<file path="config.mk">
export PLATFORM = sky130hd
export DESIGN_NAME = image_ram_reader
export DESIGN_NICKNAME = d
export VERILOG_FILES = /design/src/rtl/image_rd_pkg.sv /design/src/rtl/rd_skid_fifo.sv /design/src/rtl/image_ram_reader.sv
export SDC_FILE = /design/constraint.sdc
export NUM_CORES = 1
export LEC_CHECK = 0
export CAP_MARGIN = 15
export CORE_ASPECT_RATIO = 1.2
export CORE_MARGIN = 4
export CORE_UTILIZATION = 45
export DETAILED_ROUTE_END_ITERATION = 7
export PLACE_DENSITY = 0.68
export SETUP_SLACK_MARGIN = 0.02
export SYNTH_ARGS = -nofsm -noshare
export SYNTH_HDL_FRONTEND = slang
export SYNTH_SLANG_ARGS = --single-unit
</file>
<file path="constraint.sdc">
create_clock -name clock -period 6.3 [get_ports clock]
set_input_delay 0.63 -clock clock [delete_from_list [all_inputs] [get_ports clock]]
set_output_delay 0.63 -clock clock [all_outputs]
set_load 0.03 [all_outputs]
</file>
<file path="src/rtl/image_rd_pkg.sv">
// Shared constants and types for the image RAM read engine.
package image_rd_pkg;

    localparam int ADDR_W = 14;
    localparam int DATA_W = 8;
    localparam int DIM_W  = 8;

    typedef enum logic [1:0] {
        ST_IDLE  = 2'd0,
        ST_ISSUE = 2'd1,
        ST_DRAIN = 2'd2,
        ST_FIN   = 2'd3
    } rd_state_t;

    // One output beat as held in the skid FIFO.
    typedef struct packed {
        logic              last;
        logic              last_col;
        logic [DATA_W-1:0] data;
    } pix_beat_t;

endpackage

</file>
<file path="src/rtl/rd_skid_fifo.sv">
// Two-entry output FIFO; entry 0 is always the head presented downstream.
module rd_skid_fifo
    import image_rd_pkg::*;
(
    input  logic      clock,
    input  logic      reset,
    input  logic      push,
    input  pix_beat_t push_beat,
    input  logic      pop,
    output pix_beat_t head_beat,
    output logic [1:0] count
);

    pix_beat_t  ent0_r;
    pix_beat_t  ent1_r;
    logic [1:0] cnt_r;
    logic       pop_s;

    // A pop against an empty FIFO is meaningless and is ignored.
    assign pop_s     = pop && (cnt_r != 2'd0);
    assign head_beat = ent0_r;
    assign count     = cnt_r;

    // Fill, shift and occupancy update; the issuer guarantees no push when full.
    always_ff @(posedge clock or posedge reset) begin
        if (reset) begin
            ent0_r <= '0;
            ent1_r <= '0;
            cnt_r  <= 2'd0;
        end else begin
            case ({push, pop_s})
                2'b10: begin
                    if (cnt_r == 2'd0) begin
                        ent0_r <= push_beat;
                    end else begin
                        ent1_r <= push_beat;
                    end
                    cnt_r <= cnt_r + 2'd1;
                end
                2'b01: begin
                    ent0_r <= ent1_r;
                    cnt_r  <= cnt_r - 2'd1;
                end
                2'b11: begin
                    if (cnt_r == 2'd1) begin
                        ent0_r <= push_beat;
                    end else begin
                        ent0_r <= ent1_r;
                        ent1_r <= push_beat;
                    end
                end
                default: begin
                    cnt_r <= cnt_r;
                end
            endcase
        end
    end

endmodule

</file>
<file path="src/rtl/image_ram_reader.sv">
// Walks a rectangular region of the image RAM and streams its pixels out.
module image_ram_reader
    import image_rd_pkg::*;
(
    input  logic              clock,
    input  logic              reset,
    input  logic              start,
    input  logic [ADDR_W-1:0] base_addr,
    input  logic [DIM_W-1:0]  cols,
    input  logic [DIM_W-1:0]  rows,
    input  logic [ADDR_W-1:0] stride,
    output logic              busy,
    output logic              done,
    output logic [ADDR_W-1:0] ram_address,
    output logic              ram_wren,
    input  logic [DATA_W-1:0] ram_q,
    output logic [DATA_W-1:0] out_data,
    output logic              out_valid,
    input  logic              out_ready,
    output logic              out_last_col,
    output logic              out_last
);

    rd_state_t         state_r, state_s;
    logic [DIM_W-1:0]  cols_r, rows_r, col_r, row_r;
    logic [ADDR_W-1:0] stride_r, row_base_r, addr_r;
    logic              tag_valid_r, tag_last_col_r, tag_last_r;
    logic              busy_r, done_r;
    logic              issue_s, accept_s, pop_s;
    logic              pix_last_col_s, pix_last_s;
    logic [1:0]        fifo_count_s;
    logic [2:0]        occ_s;
    pix_beat_t         head_s, push_beat_s;

    // ram_address is a register preloaded with the next pixel to read, so it
    // simply holds whenever no read is issued.
    assign ram_address  = addr_r;
    assign ram_wren     = 1'b0;
    assign busy         = busy_r;
    assign done         = done_r;
    assign out_valid    = (fifo_count_s != 2'd0);
    assign out_data     = head_s.data;
    assign out_last_col = head_s.last_col;
    assign out_last     = head_s.last;

    assign pop_s          = out_valid && out_ready;
    assign pix_last_col_s = (col_r == (cols_r - DIM_W'(1)));
    assign pix_last_s     = pix_last_col_s && (row_r == (rows_r - DIM_W'(1)));
    // Beats committed after this edge: buffered plus the one in the RAM stage,
    // less the one leaving now. Issue only while that stays below the depth.
    assign occ_s = {1'b0, fifo_count_s} + {2'b00, tag_valid_r} - {2'b00, pop_s};

    assign push_beat_s = '{last: tag_last_r, last_col: tag_last_col_r, data: ram_q};

    rd_skid_fifo u_fifo (
        .clock     (clock),
        .reset     (reset),
        .push      (tag_valid_r),
        .push_beat (push_beat_s),
        .pop       (pop_s),
        .head_beat (head_s),
        .count     (fifo_count_s)
    );

    // FSM state register.
    always_ff @(posedge clock or posedge reset) begin
        if (reset) begin
            state_r <= ST_IDLE;
        end else begin
            state_r <= state_s;
        end
    end

    // Next-state logic plus start acceptance and read-issue decisions.
    always_comb begin
        state_s  = state_r;
        issue_s  = 1'b0;
        accept_s = 1'b0;
        case (state_r)
            ST_IDLE: begin
                if (start) begin
                    accept_s = 1'b1;
                    if ((cols == '0) || (rows == '0)) begin
                        state_s = ST_FIN;
                    end else begin
                        state_s = ST_ISSUE;
                    end
                end else begin
                    state_s = ST_IDLE;
                end
            end
            ST_ISSUE: begin
                if (occ_s < 3'd2) begin
                    issue_s = 1'b1;
                    if (pix_last_s) begin
                        state_s = ST_DRAIN;
                    end else begin
                        state_s = ST_ISSUE;
                    end
                end else begin
                    state_s = ST_ISSUE;
                end
            end
            ST_DRAIN: begin
                if (occ_s == 3'd0) begin
                    state_s = ST_FIN;
                end else begin
                    state_s = ST_DRAIN;
                end
            end
            ST_FIN: begin
                state_s = ST_IDLE;
            end
            default: begin
                state_s = ST_IDLE;
            end
        endcase
    end

    // Region capture, address generation, tag pipeline and status outputs.
    always_ff @(posedge clock or posedge reset) begin
        if (reset) begin
            cols_r         <= '0;
            rows_r         <= '0;
            stride_r       <= '0;
            row_base_r     <= '0;
            addr_r         <= '0;
            col_r          <= '0;
            row_r          <= '0;
            tag_valid_r    <= 1'b0;
            tag_last_col_r <= 1'b0;
            tag_last_r     <= 1'b0;
            busy_r         <= 1'b0;
            done_r         <= 1'b0;
        end else begin
            if (accept_s) begin
                cols_r     <= cols;
                rows_r     <= rows;
                stride_r   <= stride;
                row_base_r <= base_addr;
                col_r      <= '0;
                row_r      <= '0;
                if (state_s == ST_ISSUE) begin
                    addr_r <= base_addr;
                end else begin
                    addr_r <= addr_r;
                end
            end else if (issue_s && !pix_last_s) begin
                if (pix_last_col_s) begin
                    col_r      <= '0;
                    row_r      <= row_r + DIM_W'(1);
                    row_base_r <= row_base_r + stride_r;
                    addr_r     <= row_base_r + stride_r;
                end else begin
                    col_r  <= col_r + DIM_W'(1);
                    addr_r <= addr_r + ADDR_W'(1);
                end
            end else begin
                addr_r <= addr_r;
            end
            tag_valid_r    <= issue_s;
            tag_last_col_r <= issue_s && pix_last_col_s;
            tag_last_r     <= issue_s && pix_last_s;
            busy_r         <= (state_s != ST_IDLE);
            done_r         <= (state_s == ST_FIN);
        end
    end

endmodule

</file>
* Yosys cells after proc, flatten, opt, wreduce, memory -nomap -nowiden
Cells that the tools add are included.
** Storage, ports and cells
- Register bits :: 103
- Bits in latches :: 0
- Memory bits (writable) :: 0
- ROM bits :: 0
- Bits of input ports :: 56
- Output and inout bits :: 28
- Logic and storage cells :: 100
- Memories :: 0
** Operators by class
- Add/subtract/negate cells :: 10
- Multipliers :: 0
- Divide/modulo/power cells :: 0
- Magnitude comparators :: 1
- Equal/unequal tests :: 15
- Shifts and indexed selects :: 0
- Mux-type cells :: 30
- Bitwise logic cells :: 0
- Reductions and logical operators :: 24
** Operator list (count)
- 14-bit 2-to-1 mux :: 7
- 8-bit 2-to-1 mux :: 6
- 10-bit 2-to-1 mux :: 4
- 10-bit one-hot mux with 3 select lines :: 1
- 10-bit one-hot mux with 2 select lines :: 1
- 8-bit by 1-bit adder with 8-bit output, second input constant :: 2
- 8-bit == test :: 2
- 8-bit logical NOT :: 2
- 8-bit by 1-bit subtractor with 8-bit output, second input constant :: 2
- 14-bit by 1-bit adder with 14-bit output, second input constant :: 1
- 14-bit adder :: 1
- 2-bit nonzero test :: 6
- 2-bit == test, second input constant :: 5
- 2-bit by 1-bit == test with 1-bit output, second input constant :: 4
- 2-bit 2-to-1 mux :: 4
- 2-bit one-hot mux with 4 select lines :: 1
- 1-bit logical AND :: 6
- 2-bit AND reduction :: 3
- 1-bit 2-to-1 mux :: 5
- 2-bit logical NOT :: 2
- 2-bit by 1-bit != test with 1-bit output, second input constant :: 2
- 2-bit != test, second input constant :: 2
- 2-bit one-hot mux with 2 select lines :: 1
- 2-bit by 1-bit adder with 3-bit output :: 1
- 9 further kinds :: 9

* Depth between registers and ports, before layout
- Depth in word-level cells :: 9
- Mapped depth :: 14
- Mapped depth without buffers :: 14

* Cells and area by module
From an unflattened synthesis, not the netlist that was laid out.
** Unflattened totals
- Cell total of the unflattened synthesis :: 671
- Area, all modules :: 6294.8 sq um
** By module, submodules not included
- image_ram_reader :: instances 1, cells an instance 567, area an instance 5156.2 sq um, sequential area each 2026.9 sq um
- rd_skid_fifo :: instances 1, cells an instance 104, area an instance 1138.6 sq um, sequential area each 550.5 sq um

* Least setup slack after synthesis
No wires, ideal clock.
- Path type :: register to register
- Start point :: reg u_fifo.cnt_r[1] (netlist: u_fifo.count[1])
- End point :: reg addr_r[1] (netlist: ram_address[1])
- Library setup time :: 0.125 ns
- Data arrival time :: 3.081 ns
- Required time :: 6.175 ns
- Path slack :: 3.094 ns
- Stages on the path, launching flop included :: 15
- Buffers on the path :: 1
- Period minus slack after synthesis :: 3.206 ns
- Cells stage by stage :: dfrtp_1 > inv_1 > ha_1 > nor2b_1 > ha_1 > inv_1 > ha_1 > fa_1 > xnor2_1 > nor2_1 > nand3_1 > a31oi_2 > or2_1 > buf_2 > mux2_4
** Between the ends
- Cells in the longest elaborated chain, start to end :: 9
- Elaborated cells between the ends (all ways) :: 16
- Classes of those cells :: add/sub (2); order compare (1); eq/ne (2); mux (5); reduce/logical (6)
** RTL lines
- start, declared :: RTL line rd_skid_fifo.sv:16 : logic [1:0] cnt_r;
- start signal, assigned :: RTL line rd_skid_fifo.sv:38 : cnt_r <= cnt_r + 2'd1;
- start signal, assigned :: RTL line rd_skid_fifo.sv:42 : cnt_r <= cnt_r - 2'd1;
- start signal, assigned :: RTL line rd_skid_fifo.sv:53 : cnt_r <= cnt_r;
- branches (longest 2 deep; another with 2-bit by 1-bit adder with 3-bit output)
- 3-bit by 1-bit subtractor with 3-bit output * :: RTL line image_ram_reader.sv:51 : assign occ_s = {1'b0, fifo_count_s} + {2'b00, tag_valid_r} - {2'b00, pop_s};
- 3-bit by 2-bit less-than comparator with 1-bit output / 3-bit logical NOT (equally long branches) :: RTL line image_ram_reader.sv:93, image_ram_reader.sv:105
- 2-bit 2-to-1 mux, or another cell as far along :: RTL line image_ram_reader.sv:93 : if (occ_s < 3'd2) begin
- 2-bit one-hot mux with 4 select lines / 1-bit 2-to-1 mux (equally long branches) :: RTL line image_ram_reader.sv:79 : case (state_r)
- 2-bit by 1-bit == test with 1-bit output / 1-bit logical AND (equally long branches) :: RTL line image_ram_reader.sv:143, image_ram_reader.sv:148
- 2-bit by 1-bit != test with 1-bit output (no line) / 2-bit nonzero test (equally long branches)
- 2-bit AND reduction (no line) *
- end signal, assigned :: RTL line image_ram_reader.sv:144 : addr_r <= base_addr;
- end signal, assigned :: RTL line image_ram_reader.sv:146 : addr_r <= addr_r;
- end signal, assigned :: RTL line image_ram_reader.sv:153 : addr_r <= row_base_r + stride_r;
- end, declared :: RTL line image_ram_reader.sv:26 : logic [ADDR_W-1:0] stride_r, row_base_r, addr_r;
Every way passes the cells marked *.
A chain may end at the register's enable or synchronous reset.

* Worst setup path after layout
- Start point :: in out_ready
- End point :: reg addr_r[5] (netlist: ram_address[5])
** Between the ends
- Cells in the longest elaborated chain, start to end :: 8
- Elaborated cells between the ends (all ways) :: 14
- Classes of those cells :: add/sub (1); order compare (1); eq/ne (2); mux (5); reduce/logical (5)
** RTL lines
- start, declared :: RTL line image_ram_reader.sv:19 : input logic out_ready,
- 1-bit logical AND * :: RTL line image_ram_reader.sv:46 : assign pop_s = out_valid && out_ready;
- 3-bit by 1-bit subtractor with 3-bit output * :: RTL line image_ram_reader.sv:51
- 3-bit by 2-bit less-than comparator with 1-bit output / 3-bit logical NOT (equally long branches) :: RTL line image_ram_reader.sv:93, image_ram_reader.sv:105
- 2-bit 2-to-1 mux, or another cell as far along :: RTL line image_ram_reader.sv:93
- 2-bit one-hot mux with 4 select lines / 1-bit 2-to-1 mux (equally long branches) :: RTL line image_ram_reader.sv:79
- 2-bit by 1-bit == test with 1-bit output / 1-bit logical AND (equally long branches) :: RTL line image_ram_reader.sv:143, image_ram_reader.sv:148
- 2-bit by 1-bit != test with 1-bit output (no line) / 2-bit nonzero test (equally long branches)
- 2-bit AND reduction (no line) *
Mark *: on every way between the ends. The rest lies on a longest branch, timed or not.

==> impl_metrics.py <==
metrics = {
    "yosys": {
        "yosysSeqAreaShare_pct": 41.3,
        "yosys.area_share.simple_pct": 19.5,
        "synth_compound_area_share_pct": 17.1,
        "synthesis.nets": 753,
        "ys_seq_elements": 103,
        "yosys.area_share.xor_xnor_pct": 6.06,
        "synth.avg_cell_area_um2": 9.31,
        "ys_types": 81,
        "synth_area_mm2": 0.00623,
        "synth_cells": 670,
        "synth_ff_type": "dfrtp_1",
        "async_flop_share_pct": 100,
        "synth_top_cell_area_share_pct": 41.3,
        "synth_edf_count": 0,
        "synth_top_family_by_area": "simple AND/OR/NAND/NOR gates",
        "synth.largest_area_cell": "dfrtp_1",
        "synthTopCellsByArea": "dfrtp_1 (41%), nand2_1 (7.6%), ha_1 (5.0%)",
        "synth_mux_area_share_pct": 5.92,
        "yosysWarningCount": 0,
        "synth_fa_ha_area_share_pct": 5.66,
    },
    "sta": {
        "maxSlewViolCount": 0,
        "worst_slew_pin_slew_ps": 1150,
        "fmax_mhz": 250,
        "finalSetupTns_ps": 0,
        "fin_crit_ps": 4010,
        "fin_skew_ps": 5.44,
        "max-slew-margin-rel_pct": 23.1,
        "finalSetupViolCount": 0,
        "finalHoldViolations": 0,
        "rsz0062_at_grt": "no",
        "period_share_pct": 63.6,
    },
    "setup_path": {
        "cpMostUsedCell": "ha_1",
        "cp_cell_sequence": "clkdlybuf4s50_1 > nor2b_1 > ha_1 > inv_1 > ha_1 > fa_1 > xnor2_1 > nor2_1 > nand3_1 > a31oi_2 > or2_1 > mux2_2",
        "path_class": "in2reg",
        "crit_fanout": 18,
        "slowest_stage": "a31oi_2",
        "end_kind": "flip-flop",
        "worstPathRequired_ps": 6530,
        "rrSetupSlack_ps": 2320,
        "arrival_ps": 4240,
        "cp_slowest_stage_delay_ps": 720,
        "start_kind": "primary input",
    },
    "route": {
        "first_pass_iters": 5,
        "drt_wl_total_um": 15300,
        "vias_per_cell": 5.71,
        "ant_nets": 0,
        "drt_iter0_markers": 402,
        "drt-wirelength-per-cell_um": 16.8,
        "vias": 5191,
        "drc": 0,
    },
    "global_route": {
        "antenna_found_initial": 0,
        "grt_max_degree": 57,
        "overflow": 0,
        "track_usage_pct": 19.4,
        "grt_pass1_wl_um": 24400,
        "grt_pass1_vias": 5072,
    },
    "final_layout": {
        "areaGrowthSynthToFinish_pct": 18.7,
        "nets": 819,
        "antenna_cells": 0,
        "drive_above_1_share_pct": 8.91,
        "layout_commonest_cell": "nand2_1",
        "layout_common_cells": "nand2_1 (127), dfrtp_1 (103), clkdlybuf4s50_1 (82), o21ai_0 (36)",
    },
    "die": {
        "dieWidth_um": 115,
        "die_area_mm2": 0.0158,
        "io_pins": 84,
        "die_y_um": 137,
        "row_count": 46,
        "start_util_pct": 46.5,
        "core_mm2": 0.0134,
    },
    "power": {
        "peakVddDrop_uv": 283,
        "total_power_mw": 3.76,
        "power_density_mw_per_mm2": 508,
        "p_leak_nw": 3.31,
    },
    "cts": {
        "cts_tree": "done",
        "cts_resized": 0,
        "clock_latency_ps": 350,
        "cts_buffer_depth": 2,
        "root_buffer": "clkbuf_16",
        "cts_buffers": 9,
        "postCtsHoldBufs": 0,
        "clk_pin_slew_worst_paths_ps": 70,
        "h-tree-depth": 3,
        "postCtsSetupRepairBufs": 0,
        "cts_sinks": 103,
    },
    "job": {
        "maxCapViolCount": 0,
    },
    "status": {
        "status": "complete, no violations",
    },
    "placement": {
        "dp_hpwl_um": 11100,
        "gp_congestion": 0.888,
        "port_buffers": 82,
    },
    "min_path": {
        "hp-class": "reg2reg",
    },
}
-- path summary, 6_finish.rpt --
path | from | endpoint | cells past startpoint
setup / recovery | out_ready | ram_address[5] | 12
hold / removal | u_fifo.head_beat[8] | u_fifo.head_beat[8] | 2
setup reg to reg | u_fifo.count[1] | ram_address[5] | 13
hold reg to reg | u_fifo.head_beat[8] | u_fifo.head_beat[8] | 2
max in group asynchronous | reset | ram_address[13] | 3
min in group asynchronous | reset | cols_r[1] | 2
-- flip-flops by register name, indices dropped and copies added (netlist names) --
register          flops
ram_address          14
row_base_r           14
stride_r             14
u_fifo.ent1_r        10
u_fifo.head_beat     10
col_r                 8
cols_r                8
row_r                 8
rows_r                8
state_r               2
u_fifo.count          2
busy                  1
done                  1
tag_last_col_r        1
tag_last_r            1
tag_valid_r           1
-- critical path: cells and delay by family --
family / cells / cell delay (ps)
xor gates and xnor gates: 1 / 150
buffers and inverters: 2 / 470
adders and majority gates: 3 / 830
and+or+nand+nor: 4 / 1050
AOI/OAI and AO/OA: 1 / 720
muxes: 1 / 390
-- per-stage QoR --
step	utilization, %	hold slack (ps)	area (um2)	instances	setup WS, ps
floorplan	-	451	6230	670	2970
global placement	53.1	462	7130	892	2030
detailed placement	53.1	471	7130	892	1960
CTS	55.1	486	7390	908	2340
global route	55.2	497	7400	909	2030
finish	55.2	482	7400	909	2290
-- layout make-up --
type	count	area (um2)
Clock inverter	6	37.5
Clock buffer	10	229
Timing Repair Buffer	85	843
Fill cell	1219	6010
Inverter	29	111
Sequential cell	103	2580
Multi-Input combinational cell	508	3390
Tap cell	168	210
-- layer usage --
layer / vias to the layer above / part of all wire (%) / GRT usage, %
met5: - / 0 / 0
met3: 19 / 4.8 / 3.27
met1: 2514 / 44 / 24.8
met4: 0 / 1.7 / 7.24
li1: 2512 / - / -
met2: 146 / 49 / 32.9
-- report_power, final --
group	leakage [nW]	total, mW	switching [mW]	internal (mW)
clock network	0.124	0.514	0.248	0.266
logic	1.95	2.07	1.15	0.917
registers	1.23	1.18	0.258	0.919
-- synthesized netlist by cell type, types with 5 or more instances --
| library cell | number |
|---|---|
| o21ai_1 | 9 |
| and3_1 | 17 |
| dfrtp_1 | 103 |
| nor4_1 | 5 |
| inv_1 | 29 |
| nor3_1 | 16 |
| xnor2_1 | 23 |
| nor2b_1 | 5 |
| clkbuf_1 | 19 |
| nand2b_1 | 5 |
| mux2_2 | 15 |
| nor2_1 | 29 |
| o22ai_1 | 6 |
| or2_2 | 5 |
| a22oi_1 | 11 |
| a22o_1 | 5 |
| a31oi_1 | 16 |
| ha_1 | 25 |
| a21oi_1 | 17 |
| a21o_1 | 7 |
| and2_1 | 5 |
| o21ai_0 | 36 |
| mux2i_1 | 17 |
| nand2_1 | 127 |
| nand3_1 | 12 |
| xor2_1 | 13 |
-- logic make-up (layout without fill, tap and decap cells) --
| kind of cell | after synthesis | count (layout) |
|---|---|---|
| fa+ha+maj | 27 | 27 |
| other cells | 1 | 1 |
| compound gates | 153 | 153 |
| xor+xnor | 39 | 39 |
| flops | 103 | 103 |
| buf+inv | 59 | 130 |
| simple gates | 254 | 254 |
| mux | 34 | 34 |
No activity file was read; power rests on OpenSTA's default activity.
